`src/rtl/cpu_pkg.sv`:
```
// Shared CPU definitions: fetch-stage defaults and the next-PC select encoding.
package cpu_pkg;

  localparam logic [31:0] PC_RESET_VEC = 32'h0000_0000;
  localparam int unsigned PC_INC       = 4;
  localparam int unsigned RAS_DEPTH    = 4;

  // Next-PC source, exported so waveforms show why the PC moved.
  typedef enum logic [2:0] {
    SEL_REDIRECT = 3'd0,
    SEL_HOLD     = 3'd1,
    SEL_JUMP     = 3'd2,
    SEL_RAS      = 3'd3,
    SEL_SEQ      = 3'd4
  } pc_sel_e;

endpackage

```
`src/rtl/pc_unit_if.sv`:
```
// Fetch-control bundle between ID/EX control (master) and the PC unit (slave).
// All strobes are level requests sampled at the rising clock edge; there is no
// valid/ready backpressure, pc_write_i is the only stall qualifier.
interface pc_unit_if
  import cpu_pkg::*;
#(
  parameter int unsigned ADDR_W = 32,
  parameter int unsigned CNT_W  = 3
);

  logic              pc_write_i;
  logic              ex_redirect_i;
  logic [ADDR_W-1:0] ex_target_i;
  logic              id_jump_i;
  logic [ADDR_W-1:0] id_target_i;
  logic              ras_push_i;
  logic [ADDR_W-1:0] ras_push_data_i;
  logic              ras_pop_i;
  logic              ras_flush_i;
  logic [ADDR_W-1:0] pc_out_o;
  logic [ADDR_W-1:0] pc_plus_o;
  logic [CNT_W-1:0]  ras_count_o;
  logic              ras_underflow_o;
  pc_sel_e           pc_sel_o;

  modport master (
    output pc_write_i, ex_redirect_i, ex_target_i, id_jump_i, id_target_i,
           ras_push_i, ras_push_data_i, ras_pop_i, ras_flush_i,
    input  pc_out_o, pc_plus_o, ras_count_o, ras_underflow_o, pc_sel_o
  );

  modport slave (
    input  pc_write_i, ex_redirect_i, ex_target_i, id_jump_i, id_target_i,
           ras_push_i, ras_push_data_i, ras_pop_i, ras_flush_i,
    output pc_out_o, pc_plus_o, ras_count_o, ras_underflow_o, pc_sel_o
  );

endinterface

```
`src/rtl/pc_ras.sv`:
```
// Circular return-address stack. push/pop arrive already gated by the caller;
// flush wins over both and leaves entry contents untouched.
module pc_ras #(
  parameter int unsigned ADDR_W = 32,
  parameter int unsigned DEPTH  = 4,
  parameter int unsigned CNT_W  = $clog2(DEPTH + 1)
) (
  input  logic              clk_i,
  input  logic              rst_i,
  input  logic              push,
  input  logic              pop,
  input  logic              flush,
  input  logic [ADDR_W-1:0] push_data,
  output logic [ADDR_W-1:0] top,
  output logic [CNT_W-1:0]  count,
  output logic              empty
);

  localparam int unsigned PTR_W = $clog2(DEPTH);

  logic [ADDR_W-1:0] mem [DEPTH];
  logic [PTR_W-1:0]  ptr;
  logic [PTR_W-1:0]  ptr_dec;

  // ptr is the next free slot; DEPTH is a power of two so wrap is free.
  assign ptr_dec = ptr - 1'b1;
  assign top     = mem[ptr_dec];
  assign empty   = (count == '0);

  always_ff @(posedge clk_i or negedge rst_i) begin
    if (!rst_i) begin
      for (int i = 0; i < int'(DEPTH); i++) mem[i] <= '0;
      ptr   <= '0;
      count <= '0;
    end else if (flush) begin
      ptr   <= '0;
      count <= '0;
    end else if (push && pop && !empty) begin
      mem[ptr_dec] <= push_data;
    end else if (push) begin
      mem[ptr] <= push_data;
      ptr      <= ptr + 1'b1;
      if (count != CNT_W'(DEPTH)) count <= count + 1'b1;
    end else if (pop && !empty) begin
      ptr   <= ptr_dec;
      count <= count - 1'b1;
    end
  end

endmodule

```
`src/rtl/pc_unit.sv`:
```
// Fetch-stage program counter: priority next-PC select over EX redirect,
// stall, ID jump, RAS prediction and sequential increment.
module pc_unit
  import cpu_pkg::*;
#(
  parameter int unsigned       ADDR_W    = 32,
  parameter logic [ADDR_W-1:0] RESET_VEC = ADDR_W'(PC_RESET_VEC),
  parameter int unsigned       INC       = PC_INC,
  parameter int unsigned       RAS_DEPTH = cpu_pkg::RAS_DEPTH,
  localparam int unsigned      CNT_W     = $clog2(RAS_DEPTH + 1)
) (
  input  logic      clk_i,
  input  logic      rst_i,
  pc_unit_if.slave  bus
);

  logic [ADDR_W-1:0] pc_q;
  logic [ADDR_W-1:0] pc_next;
  logic [ADDR_W-1:0] ras_top;
  logic              ras_empty;
  logic              ras_ok;
  logic              eff_push;
  logic              eff_pop;
  logic              underflow_q;
  pc_sel_e           sel;

  // A stalled or killed ID instruction is re-presented later, so it must
  // not touch the RAS now.
  assign ras_ok   = bus.pc_write_i && !bus.ex_redirect_i;
  assign eff_push = ras_ok && bus.ras_push_i;
  assign eff_pop  = ras_ok && bus.ras_pop_i && !bus.id_jump_i;

  always_comb begin
    sel = SEL_SEQ;
    if (bus.ex_redirect_i)                       sel = SEL_REDIRECT;
    else if (!bus.pc_write_i)                    sel = SEL_HOLD;
    else if (bus.id_jump_i)                      sel = SEL_JUMP;
    else if (bus.ras_pop_i && !ras_empty)        sel = SEL_RAS;
  end

  always_comb begin
    pc_next = bus.pc_plus_o;
    unique case (sel)
      SEL_REDIRECT: pc_next = bus.ex_target_i;
      SEL_HOLD:     pc_next = pc_q;
      SEL_JUMP:     pc_next = bus.id_target_i;
      SEL_RAS:      pc_next = ras_top;
      default:      pc_next = bus.pc_plus_o;
    endcase
  end

  always_ff @(posedge clk_i or negedge rst_i) begin
    if (!rst_i) begin
      pc_q        <= RESET_VEC;
      underflow_q <= 1'b0;
    end else begin
      pc_q        <= pc_next;
      underflow_q <= eff_pop && ras_empty;
    end
  end

  pc_ras #(
    .ADDR_W (ADDR_W),
    .DEPTH  (RAS_DEPTH),
    .CNT_W  (CNT_W)
  ) u_ras (
    .clk_i     (clk_i),
    .rst_i     (rst_i),
    .push      (eff_push),
    .pop       (eff_pop),
    .flush     (bus.ras_flush_i),
    .push_data (bus.ras_push_data_i),
    .top       (ras_top),
    .count     (bus.ras_count_o),
    .empty     (ras_empty)
  );

  assign bus.pc_out_o        = pc_q;
  assign bus.pc_plus_o       = pc_q + ADDR_W'(INC);
  assign bus.ras_underflow_o = underflow_q;
  assign bus.pc_sel_o        = sel;

endmodule

```
`src/flat_wrapper.sv`:
```
// flat-port wrapper written by rule: the top's interface ports become plain ports
module pc_unit_flat import cpu_pkg::*;
#(
  parameter int unsigned       ADDR_W    = 32,
  parameter logic [ADDR_W-1:0] RESET_VEC = ADDR_W'(PC_RESET_VEC),
  parameter int unsigned       INC       = PC_INC,
  parameter int unsigned       RAS_DEPTH = cpu_pkg::RAS_DEPTH,
  localparam int unsigned      CNT_W     = $clog2(RAS_DEPTH + 1)
)
  (clk_i, rst_i, bus_pc_write_i, bus_ex_redirect_i, bus_ex_target_i, bus_id_jump_i, bus_id_target_i, bus_ras_push_i, bus_ras_push_data_i, bus_ras_pop_i, bus_ras_flush_i, bus_pc_out_o, bus_pc_plus_o, bus_ras_count_o, bus_ras_underflow_o, bus_pc_sel_o);
  pc_unit_if #(.ADDR_W(ADDR_W), .CNT_W((3))) bus_i ();
  input  logic clk_i;
  input  logic rst_i;
  input wire logic [$bits(bus_i.pc_write_i)-1:0] bus_pc_write_i;
  input wire logic [$bits(bus_i.ex_redirect_i)-1:0] bus_ex_redirect_i;
  input wire logic [$bits(bus_i.ex_target_i)-1:0] bus_ex_target_i;
  input wire logic [$bits(bus_i.id_jump_i)-1:0] bus_id_jump_i;
  input wire logic [$bits(bus_i.id_target_i)-1:0] bus_id_target_i;
  input wire logic [$bits(bus_i.ras_push_i)-1:0] bus_ras_push_i;
  input wire logic [$bits(bus_i.ras_push_data_i)-1:0] bus_ras_push_data_i;
  input wire logic [$bits(bus_i.ras_pop_i)-1:0] bus_ras_pop_i;
  input wire logic [$bits(bus_i.ras_flush_i)-1:0] bus_ras_flush_i;
  output wire logic [$bits(bus_i.pc_out_o)-1:0] bus_pc_out_o;
  output wire logic [$bits(bus_i.pc_plus_o)-1:0] bus_pc_plus_o;
  output wire logic [$bits(bus_i.ras_count_o)-1:0] bus_ras_count_o;
  output wire logic [$bits(bus_i.ras_underflow_o)-1:0] bus_ras_underflow_o;
  output wire logic [$bits(bus_i.pc_sel_o)-1:0] bus_pc_sel_o;
  assign bus_i.pc_write_i = bus_pc_write_i;
  assign bus_i.ex_redirect_i = bus_ex_redirect_i;
  assign bus_i.ex_target_i = bus_ex_target_i;
  assign bus_i.id_jump_i = bus_id_jump_i;
  assign bus_i.id_target_i = bus_id_target_i;
  assign bus_i.ras_push_i = bus_ras_push_i;
  assign bus_i.ras_push_data_i = bus_ras_push_data_i;
  assign bus_i.ras_pop_i = bus_ras_pop_i;
  assign bus_i.ras_flush_i = bus_ras_flush_i;
  assign bus_pc_out_o = bus_i.pc_out_o;
  assign bus_pc_plus_o = bus_i.pc_plus_o;
  assign bus_ras_count_o = bus_i.ras_count_o;
  assign bus_ras_underflow_o = bus_i.ras_underflow_o;
  assign bus_pc_sel_o = bus_i.pc_sel_o;
  pc_unit #(.ADDR_W(ADDR_W), .RESET_VEC(RESET_VEC), .INC(INC), .RAS_DEPTH(RAS_DEPTH)) u_core (.clk_i(clk_i), .rst_i(rst_i), .bus(bus_i));
endmodule
```
`config.mk`:
```
export PLATFORM = sky130hd
export DESIGN_NAME = pc_unit_flat
export DESIGN_NICKNAME = d
export VERILOG_FILES = /design/src/rtl/cpu_pkg.sv /design/src/rtl/pc_unit_if.sv /design/src/rtl/pc_ras.sv /design/src/rtl/pc_unit.sv /design/src/flat_wrapper.sv
export SDC_FILE = /design/constraint.sdc
export NUM_CORES = 1
export LEC_CHECK = 0
export CAP_MARGIN = 0
export CORE_UTILIZATION = 36
export CTS_BUF_LIST = sky130_fd_sc_hd__clkbuf_4 sky130_fd_sc_hd__clkbuf_8
export CTS_CLUSTER_DIAMETER = 200
export DETAILED_ROUTE_END_ITERATION = 16
export PLACE_DENSITY = 0.59
export SLEW_MARGIN = 15
export SYNTH_ARGS = -nofsm -noshare
export SYNTH_HDL_FRONTEND = slang
export SYNTH_SLANG_ARGS = --single-unit
export TNS_END_PERCENT = 20
```
`constraint.sdc`:
```
create_clock -name clk_i -period 2.88 [get_ports clk_i]
set_input_delay 0.288 -clock clk_i [delete_from_list [all_inputs] [get_ports clk_i]]
set_output_delay 0.288 -clock clk_i [all_outputs]
set_load 0.02 [all_outputs]
```
Yosys cells after proc, flatten, opt, wreduce, memory -nomap -nowiden
Index checks and enable logic that the tools add are counted.

storage, ports and cells
  bits in registers = 166
  input bits = 104
  output and inout bits = 71
  logic and storage cells = 72

operators by class
  bitwise gates (word level) = 3
  order comparisons = 4
  reductions and logical operators = 21
  muxes and demuxes = 25
  equal/unequal tests = 6
  add/subtract/negate cells = 5

operators with widths
  cell                   count
  $bwmux 128             2
  $mux 128               2
  $demux 32 s2           2
  $mux 32                4
  $pmux 32 s4            1
  $bmux 32 s2            1
  $add 32x3->32 const B  1
  $mux 3                 9
  $logic_and 1x1->1      11
  $mux 2                 4
  $eq 3x2->1 const B     2
  $ge 3x3->1 const B     2
  $logic_not 3->1        2
  $lt 3x1->1 const B     2
  $not 2->3              2
  $reduce_and 2->1       2
  $add 3x1->3 const B    1
  $eq 3x1->1 const B     1
  $logic_not 1->1        3
  $ne 3x2->1 const B     1
  $ne 3x3->1 const B     1
  $reduce_and 3->1       1
  $reduce_bool 3->1      1
  $sub 3x1->3 const B    1
  other kinds (5)        5

Longest topological paths before layout
Gate-level depths: netlist of run 1.

  word-level depth = 9
  mapped depth = 10

Modules after synthesis
Synthesis of run 1 repeated with hierarchy kept, for this count alone.

second synthesis, totals
  cells, all modules = 683
  area total of the unflattened synthesis = 9218.8 µm²

modules (own cells, without submodules)
  module   cells an instance  area each (µm²)  times used  seq. area each (µm²)
  pc_ras   369                6613.8           1           3328.2
  pc_unit  314                2605.0           1           825.8

Worst setup path before layout of run 1
OpenSTA, ideal clock, no wires.

  kind = reg2reg
  from = reg u_core.u_ras.ptr[0]
  to = reg u_core.pc_q[26] (netlist: u_core.bus.pc_out_o[26])
  path slack = 0.158 ns
  cell stages (with the launch flop) = 10
  clock period less this slack = 2.722 ns
  setup time = 0.151 ns
  required time = 2.729 ns
  arrival time = 2.571 ns
  cell sequence = dfrtp_1 buf_2 buf_2 inv_1 ha_1 clkbuf_1 clkbuf_1 mux4_2 a221oi_1 o311ai_0

between the ends
  longest elaborated chain between the ends = 6

RTL lines
  element                                      line           RTL
  start, declared                              pc_ras.sv:22   logic [PTR_W-1:0] ptr;
  start signal, assigned                       pc_ras.sv:42   ptr <= ptr + 1'b1;
  start signal, assigned                       pc_ras.sv:45   ptr <= ptr_dec;
  $sub 2x1->2                                  pc_ras.sv:26   assign ptr_dec = ptr - 1'b1;
  $not 2->3 (implied by the code)              pc_ras.sv:27   assign top = mem[ptr_dec];
  $bmux 32 s2                                  pc_ras.sv:27
  $mux 32 (implied by the code) (2 in series)  pc_ras.sv:27
  $pmux 32 s4                                  pc_unit.sv:43  unique case (sel)
  end signal, assigned                         pc_unit.sv:57  pc_q <= pc_next;
  end, declared                                pc_unit.sv:17  logic [ADDR_W-1:0] pc_q;

Every way passes these cells. The select of a mux whose other input is x is not followed.
A chain may end at the register's enable or synchronous reset.

Worst setup path after layout of run 1
  from = reg u_core.pc_q[2] (netlist: u_core.bus.pc_out_o[2])
  to = out bus_pc_plus_o[25]

between the ends
  longest elaborated chain between the ends = 1

RTL lines
  element        line                RTL
  $add 32x3->32  pc_unit.sv:79       assign bus.pc_plus_o = pc_q + ADDR_W'(INC);
  end, declared  flat_wrapper.sv:24  output wire logic [$bits(bus_i.pc_plus_o)-1:0] bus_pc_plus_o;

Every way passes these cells.

==> impl_metrics.ini, run 1 <==
[global_route]
antenna_found_initial = 1
grt_max_degree = 81
grt_usage_pct = 20.2
grt_pass1_vias = 6451
grt_pass1_wl_um = 37600
overflow = 0

[sta]
final_hold_viol_count = 0
worst_pin_slew_ps = 810
finalSetupViolCount = 0
layout_setup_ws_ps = 136
rsz0062_at_grt = true
post-route-period-util_pct = 95.3
fin_skew_ps = 13.7
fmax_mhz = 364
max_slew_margin_pct = 46.0
slew_viol_final = 0
period_minus_slack_ps = 2740

[clock_tree]
cts.htree.levels = 4
cts_buffers = 17
cts.clk_slew.worst_paths_ps = 90
clkLatencyLatePin_ps = 460
cts_buffer_depth = 2
cts_tree = built
ctsRootBufferMaster = clkbuf_8
numClockSinks = 166

[hold_path]
holdCritPathClass = in -> reg

[routing]
via_per_inst = 5.39
routed_wl_um = 24600
vias = 6627
wl_per_cell_um = 20.0
first_pass_iters = 5
drt_iter0_markers = 399
route.detailed.drc = 0
ant_nets = 0

[floorplan]
rows = 56
io_pins = 175
initial_core_util_pct = 37.1
dieArea_um2 = 25100
core_um2 = 23800
die_y_um = 158
dieWidth_um = 158

[power]
p_clk_share_pct = 28.1
p_int_mw = 4.33
ir_drop_v = 0.000326
combPwrFrac_pct = 23.9
swShare_pct = 29.3
p_switching_mw = 1.80
leakagePower_nw = 4.86
power_density_nw_per_um2 = 537
p_seq_share_pct = 48.0

[yosys]
seq_area_frac_synth_pct = 47.2
synth_flop_cell = dfrtp_1
synth_edf_count = 0
syn_inst = 719
netlist_area_um2 = 8810
ys_types = 63
synth_async_sr_flop_share_pct = 100
synth_seq_cells = 166
syn_nets = 831
syn_avg_cell_area_um2 = 12.3
yosysWarnings = 0

[layout]
nNetsFinal = 1009
num-fill-cells = 2161
drive_gt1_share_pct = 28.1
area_growth_pct = 29.7
fin_util_pct = 48.1
layout_common_cells = dfrtp_1, clkdlybuf4s50_1, mux2_2, nand2_1, mux4_2
layout_commonest_cell = dfrtp_1

[setup_path]
cp-end-kind = output port
worstPathMaxFanout = 6
critPathLaunchType = flip-flop
worstSetupPathType = reg -> out
worstPathRequired_ps = 2590
arrival_ps = 2460

[placed_design]
place_hpwl_um = 17500
gp_congestion = 0.883
port_buffers = 174
place_ws_ps = 201

[run_status]
status = finished, final reports clean

[flow_run]
cap_violations = 0
## power groups by stage
stage                     clock network (mW)  logic, mW  registers, mW
after floorplan                            0      0.803           2.97
after global placement                     0       1.48           2.98
after detailed placement                   0       1.50           2.99
after CTS                               1.77       1.48           2.94
after global routing                    1.85       1.58           3.00
final                                   1.72       1.47           2.94
## worst max-delay path, cell delays in order, from the launching register on
cell	delay [ps]
dfrtp_1	440
nand4_1	250
or3_4	430
or3_1	390
xnor2_1	160
clkdlybuf4s15_1	320
## metrics by stage
step / std cells / cell area [um2] / power, mW / setup TNS (ps) / hold WS [ps]
3_3_place_gp: 1195 / 11000 / 4.46 / 0 / 391
3_5_place_dp: 1195 / 11000 / 4.49 / 0 / 383
4_1_cts: 1227 / 11400 / 6.20 / -180 / 232
5_1_grt: 1229 / 11400 / 6.43 / -54.3 / 262
2_1_floorplan: 719 / 8810 / 3.78 / 0 / -7.59
6_report: 1229 / 11400 / 6.13 / 0 / 272
## timing repair
action,in CTS,in global routing
setup buffers,0,1
hold buffers,1,0
hold endpoints to repair,77,0
cloned,0,0
pin swaps,1,2
gates resized for setup,19,22
setup endpoints to repair,17,13
## flip-flops by register name (all words and copies together), names as in the netlist
signal / count
u_core.u_ras.mem: 128
u_core.u_ras.count: 3
u_core.bus.ras_underflow_o: 1
u_core.u_ras.ptr: 2
u_core.bus.pc_out_o: 32
## kinds of logic (layout without fill, tap and decap cells)
family / after synthesis / count (layout) / synth area share [%]
buf+inv: 68 / 258 / 4.12
compound gates: 115 / 115 / 9.60
mux: 161 / 161 / 24.7
other cells: 0 / 1 / 0
xor+xnor: 31 / 31 / 3.08
flops: 166 / 166 / 47.2
fa+ha+maj: 8 / 8 / 1.22
simple gates: 170 / 170 / 10.2
## final cells by class
cell class                      count  area, um2  area share (%)
Clock inverter                     12        143            1.25
Sequential cell                   166       4160            36.4
Timing Repair Buffer              212       2090            18.3
Antenna cell                        1       2.50          0.0219
Multi-Input combinational cell    485       4320            37.8
Clock buffer                       19        262            2.29
Tap cell                          319        399            3.49
Inverter                           15       56.3           0.493
## per-layer routing
metal | up-vias | part of all wire (%) | global-route usage, %
met2 | 185 | 47 | 32.0
met1 | 3387 | 46 | 28.1
li1 | 3034 | - | -
met3 | 21 | 5.9 | 4.44
met5 | - | 0 | 0
met4 | 0 | 1.4 | 4.72
## synthesized netlist by cell type, types with 10 or more instances
cell	instances	share of area [%]
a21oi_1	23	1.3
a221o_1	14	1.6
a221oi_1	11	1.1
and3_1	10	0.71
buf_6	12	1.5
clkbuf_1	30	1.3
dfrtp_1	166	47
inv_1	14	0.60
mux2_2	126	16
mux4_2	32	8.2
nand2_1	43	1.8
nand3_1	28	1.6
nand4_1	10	0.71
nor2_1	20	0.85
nor2b_1	12	0.85
o21ai_0	20	1.1
xnor2_1	20	2.0
xor2_1	11	1.1
## worst paths after layout
check                                        from                 endpoint  slack [ps]  cells after the start
min in group asynchronous                   rst_i  u_core.bus.pc_out_o[23]         390                      2
min                             bus_ex_redirect_i  u_core.bus.pc_out_o[18]         270                      3
max in group asynchronous                   rst_i   u_core.bus.pc_out_o[5]        1700                      3
max                        u_core.bus.pc_out_o[2]        bus_pc_plus_o[25]         140                      5
min reg2reg                  u_core.u_ras.mem[98]     u_core.u_ras.mem[98]         500                      1
max reg2reg                 u_core.u_ras.count[0]     u_core.u_ras.mem[35]         600                      6
No activity file was read; power rests on OpenSTA's default activity.
==> run 2, diff against run 1 <==
Settings changed: SYNTH_HIERARCHICAL from default to 1.
==> run 2 against run 1 <==
  * Global-route usage is 1.3 points higher
  * Design area is 4.1% higher
  * Area after synthesis is 4.6% higher
  * Sequential power is 4% lower
  * Clock-buffer cell count stayed put
  * Sequential cell count stayed put
  * Highest routed layer unchanged
  * Synthesized cell count is 5.0% lower
  * Sequential share of layout area is 1.5 points lower
  * Register-to-register slack worse by 20 ps
  * Largest power group unchanged
  * Hold slack better by 68 ps
  * First-iteration DRC count is 20% higher
  * Die area is 4.6% higher
==> impl_metrics.ini, run 2 <==
[global_route]
grt_usage_pct = 21.5
grt_pass1_wl_um = 42100
overflow = 0
antenna_found_initial = 2
grt_pass1_vias = 6813
grt_max_degree = 68

[clock_tree]
cts_buffer_depth = 2
cts.htree.levels = 4
cts.clk_slew.worst_paths_ps = 90
clkLatencyLatePin_ps = 470
cts_tree = built
numClockSinks = 166
cts_buffers = 17
ctsRootBufferMaster = clkbuf_8

[floorplan]
core_um2 = 25200
rows = 58
dieWidth_um = 162
die_y_um = 162
dieArea_um2 = 26300
io_pins = 175
initial_core_util_pct = 36.6

[sta]
fin_skew_ps = 19.0
fin_hold_ws_ps = 340
layout_setup_ws_ps = 24.1
post-route-period-util_pct = 99.2
period_minus_slack_ps = 2860
final_hold_viol_count = 0
rsz0062_at_grt = true
worst_pin_slew_ps = 685
finalSetupViolCount = 0
finalSetupTns_ps = 0
fmax_mhz = 350
max_slew_margin_pct = 54.3
slew_viol_final = 0

[run_status]
status = finished, final reports clean

[layout]
nNetsFinal = 981
drive_gt1_share_pct = 30.1
stdcell_count = 1216
layout_common_cells = dfrtp_1, clkdlybuf4s50_1, mux2_4, buf_4, mux4_2
area_growth_pct = 29.1
fin_area_um2 = 11900
fin_util_pct = 47.3
top_register = u_core/u_ras/mem
largest_register_ffs = 128
layout_commonest_cell = dfrtp_1

[yosys]
syn_nets = 793
synth_flop_cell = dfrtp_1
seq_area_frac_synth_pct = 45.1
synth_edf_count = 0
synthTopCellsByArea = dfrtp_1, mux2_4, mux4_2
synth_seq_cells = 166
syn_avg_cell_area_um2 = 13.5
synth_async_sr_flop_share_pct = 100
yosys.area.top_type = dfrtp_1
ys_types = 56
yosysWarnings = 6
syn_inst = 683
netlist_area_um2 = 9220
netlist_top_cells_count = dfrtp_1, mux2_4, mux4_2
synth_top_area_share_pct = 45.1
synth.most_common_cell = dfrtp_1

[routing]
wl_per_cell_um = 22.3
route.detailed.drc = 0
drt_iter0_markers = 478
via_per_inst = 5.40
vias = 6564
routed_wl_um = 27100
first_pass_iters = 5
ant_nets = 0

[placed_design]
gp_congestion = 0.763
placed_cells = 1181
port_buffers = 174
place_ws_ps = 225
place_hpwl_um = 18800
placed_area_um2 = 11500

[hold_path]
holdCritStartpoint = bus_ex_redirect_i
holdCritPathClass = in -> reg
holdPathEnd = u_core/bus.pc_out_o[6]
hold_path_depth = 3

[setup_path]
cp_slowest_cell = or4_1
reg2reg_slack_ps = 580
cp_cell_sequence = nand4_4, or4_1, buf_4, nor3_1, xor2_1, clkdlybuf4s15_1
worstPathMaxFanout = 6
reg2reg_from = u_core/u_ras/ptr[1]
critPathLaunchType = flip-flop
reg2reg_to = u_core/bus.pc_out_o[7]
worstPathRequired_ps = 2590
cp-end-kind = output port
arrival_ps = 2570
worstSetupPathType = reg -> out
max_stage_delay_ps = 530
reg2reg_depth = 6

[power]
ir_drop_v = 0.000249
total_power_mw = 6.19
leakagePower_nw = 5.47
power_density_nw_per_um2 = 520

[flow_run]
cap_violations = 0
-- run 2: layout make-up --
class / count / area (um2)
fill: 2271 / 13300
multi-input combinational: 448 / 4700
sequential: 166 / 4160
timing repair buffer: 222 / 2130
tap: 330 / 413
clock buffer: 19 / 262
clock inverter: 13 / 173
inverter: 16 / 60.1
antenna: 2 / 5.00
-- run 2: worst max-delay path by stage --
stage,from,endpoint,slack (ps),cells past startpoint
2_1_floorplan,u_core/u_ras/ptr[0],u_core/bus.pc_out_o[23],90,10
3_3_place_gp,u_core/bus.pc_out_o[7],bus_pc_plus_o[26],250,6
3_5_place_dp,u_core/bus.pc_out_o[9],bus_pc_plus_o[29],230,6
4_1_cts,u_core/bus.pc_out_o[3],bus_pc_plus_o[20],-90,6
5_1_grt,u_core/bus.pc_out_o[3],bus_pc_plus_o[16],-110,5
6_report,u_core/bus.pc_out_o[7],bus_pc_plus_o[26],20,6
-- run 2: repair_timing --
action                                  in CTS  in global routing
hold buffers                                 1                  0
resized for setup                           24                 14
endpoints found under the setup margin      21                 14
buffers inserted                             0                  0
endpoints found under the hold margin       63                  0
-- run 2: power by group --
group	total [mW]	internal [mW]	switching, mW
sequential	2.81	2.61	0.199
clock	1.84	0.915	0.924
combinational	1.54	0.845	0.696
-- run 2: metal layers --
| metal | routed length [um] | share of wire [%] | up-vias | global-route usage [%] |
|---|---|---|---|---|
| met3 | 1520 | 5.6 | 20 | 3.65 |
| li1 | - | - | 2926 | - |
| met2 | 13000 | 48 | 229 | 34.3 |
| met5 | 0 | 0 | - | 0 |
| met4 | 339 | 1.2 | 0 | 6.22 |
| met1 | 12300 | 45 | 3389 | 30.0 |
-- run 2: cells by family (layout without fill, tap and decap cells) --
kind of cell	count (synthesis)	count (layout)	synth area share [%]
flops	166	166	45.1
compound gates	111	111	9.77
buf+inv	69	270	4.15
simple gates	134	134	8.20
mux	165	165	28.9
xor+xnor	32	32	3.04
fa+ha+maj	6	6	0.896
other cells	0	2	0
-- run 2: worst max-delay path: cells and delay by family, from the launching register on --
| family | cells | cell delay (ps) |
|---|---|---|
| buf+inv | 2 | 550 |
| simple gates | 3 | 890 |
| flops | 1 | 400 |
| xor+xnor | 1 | 260 |
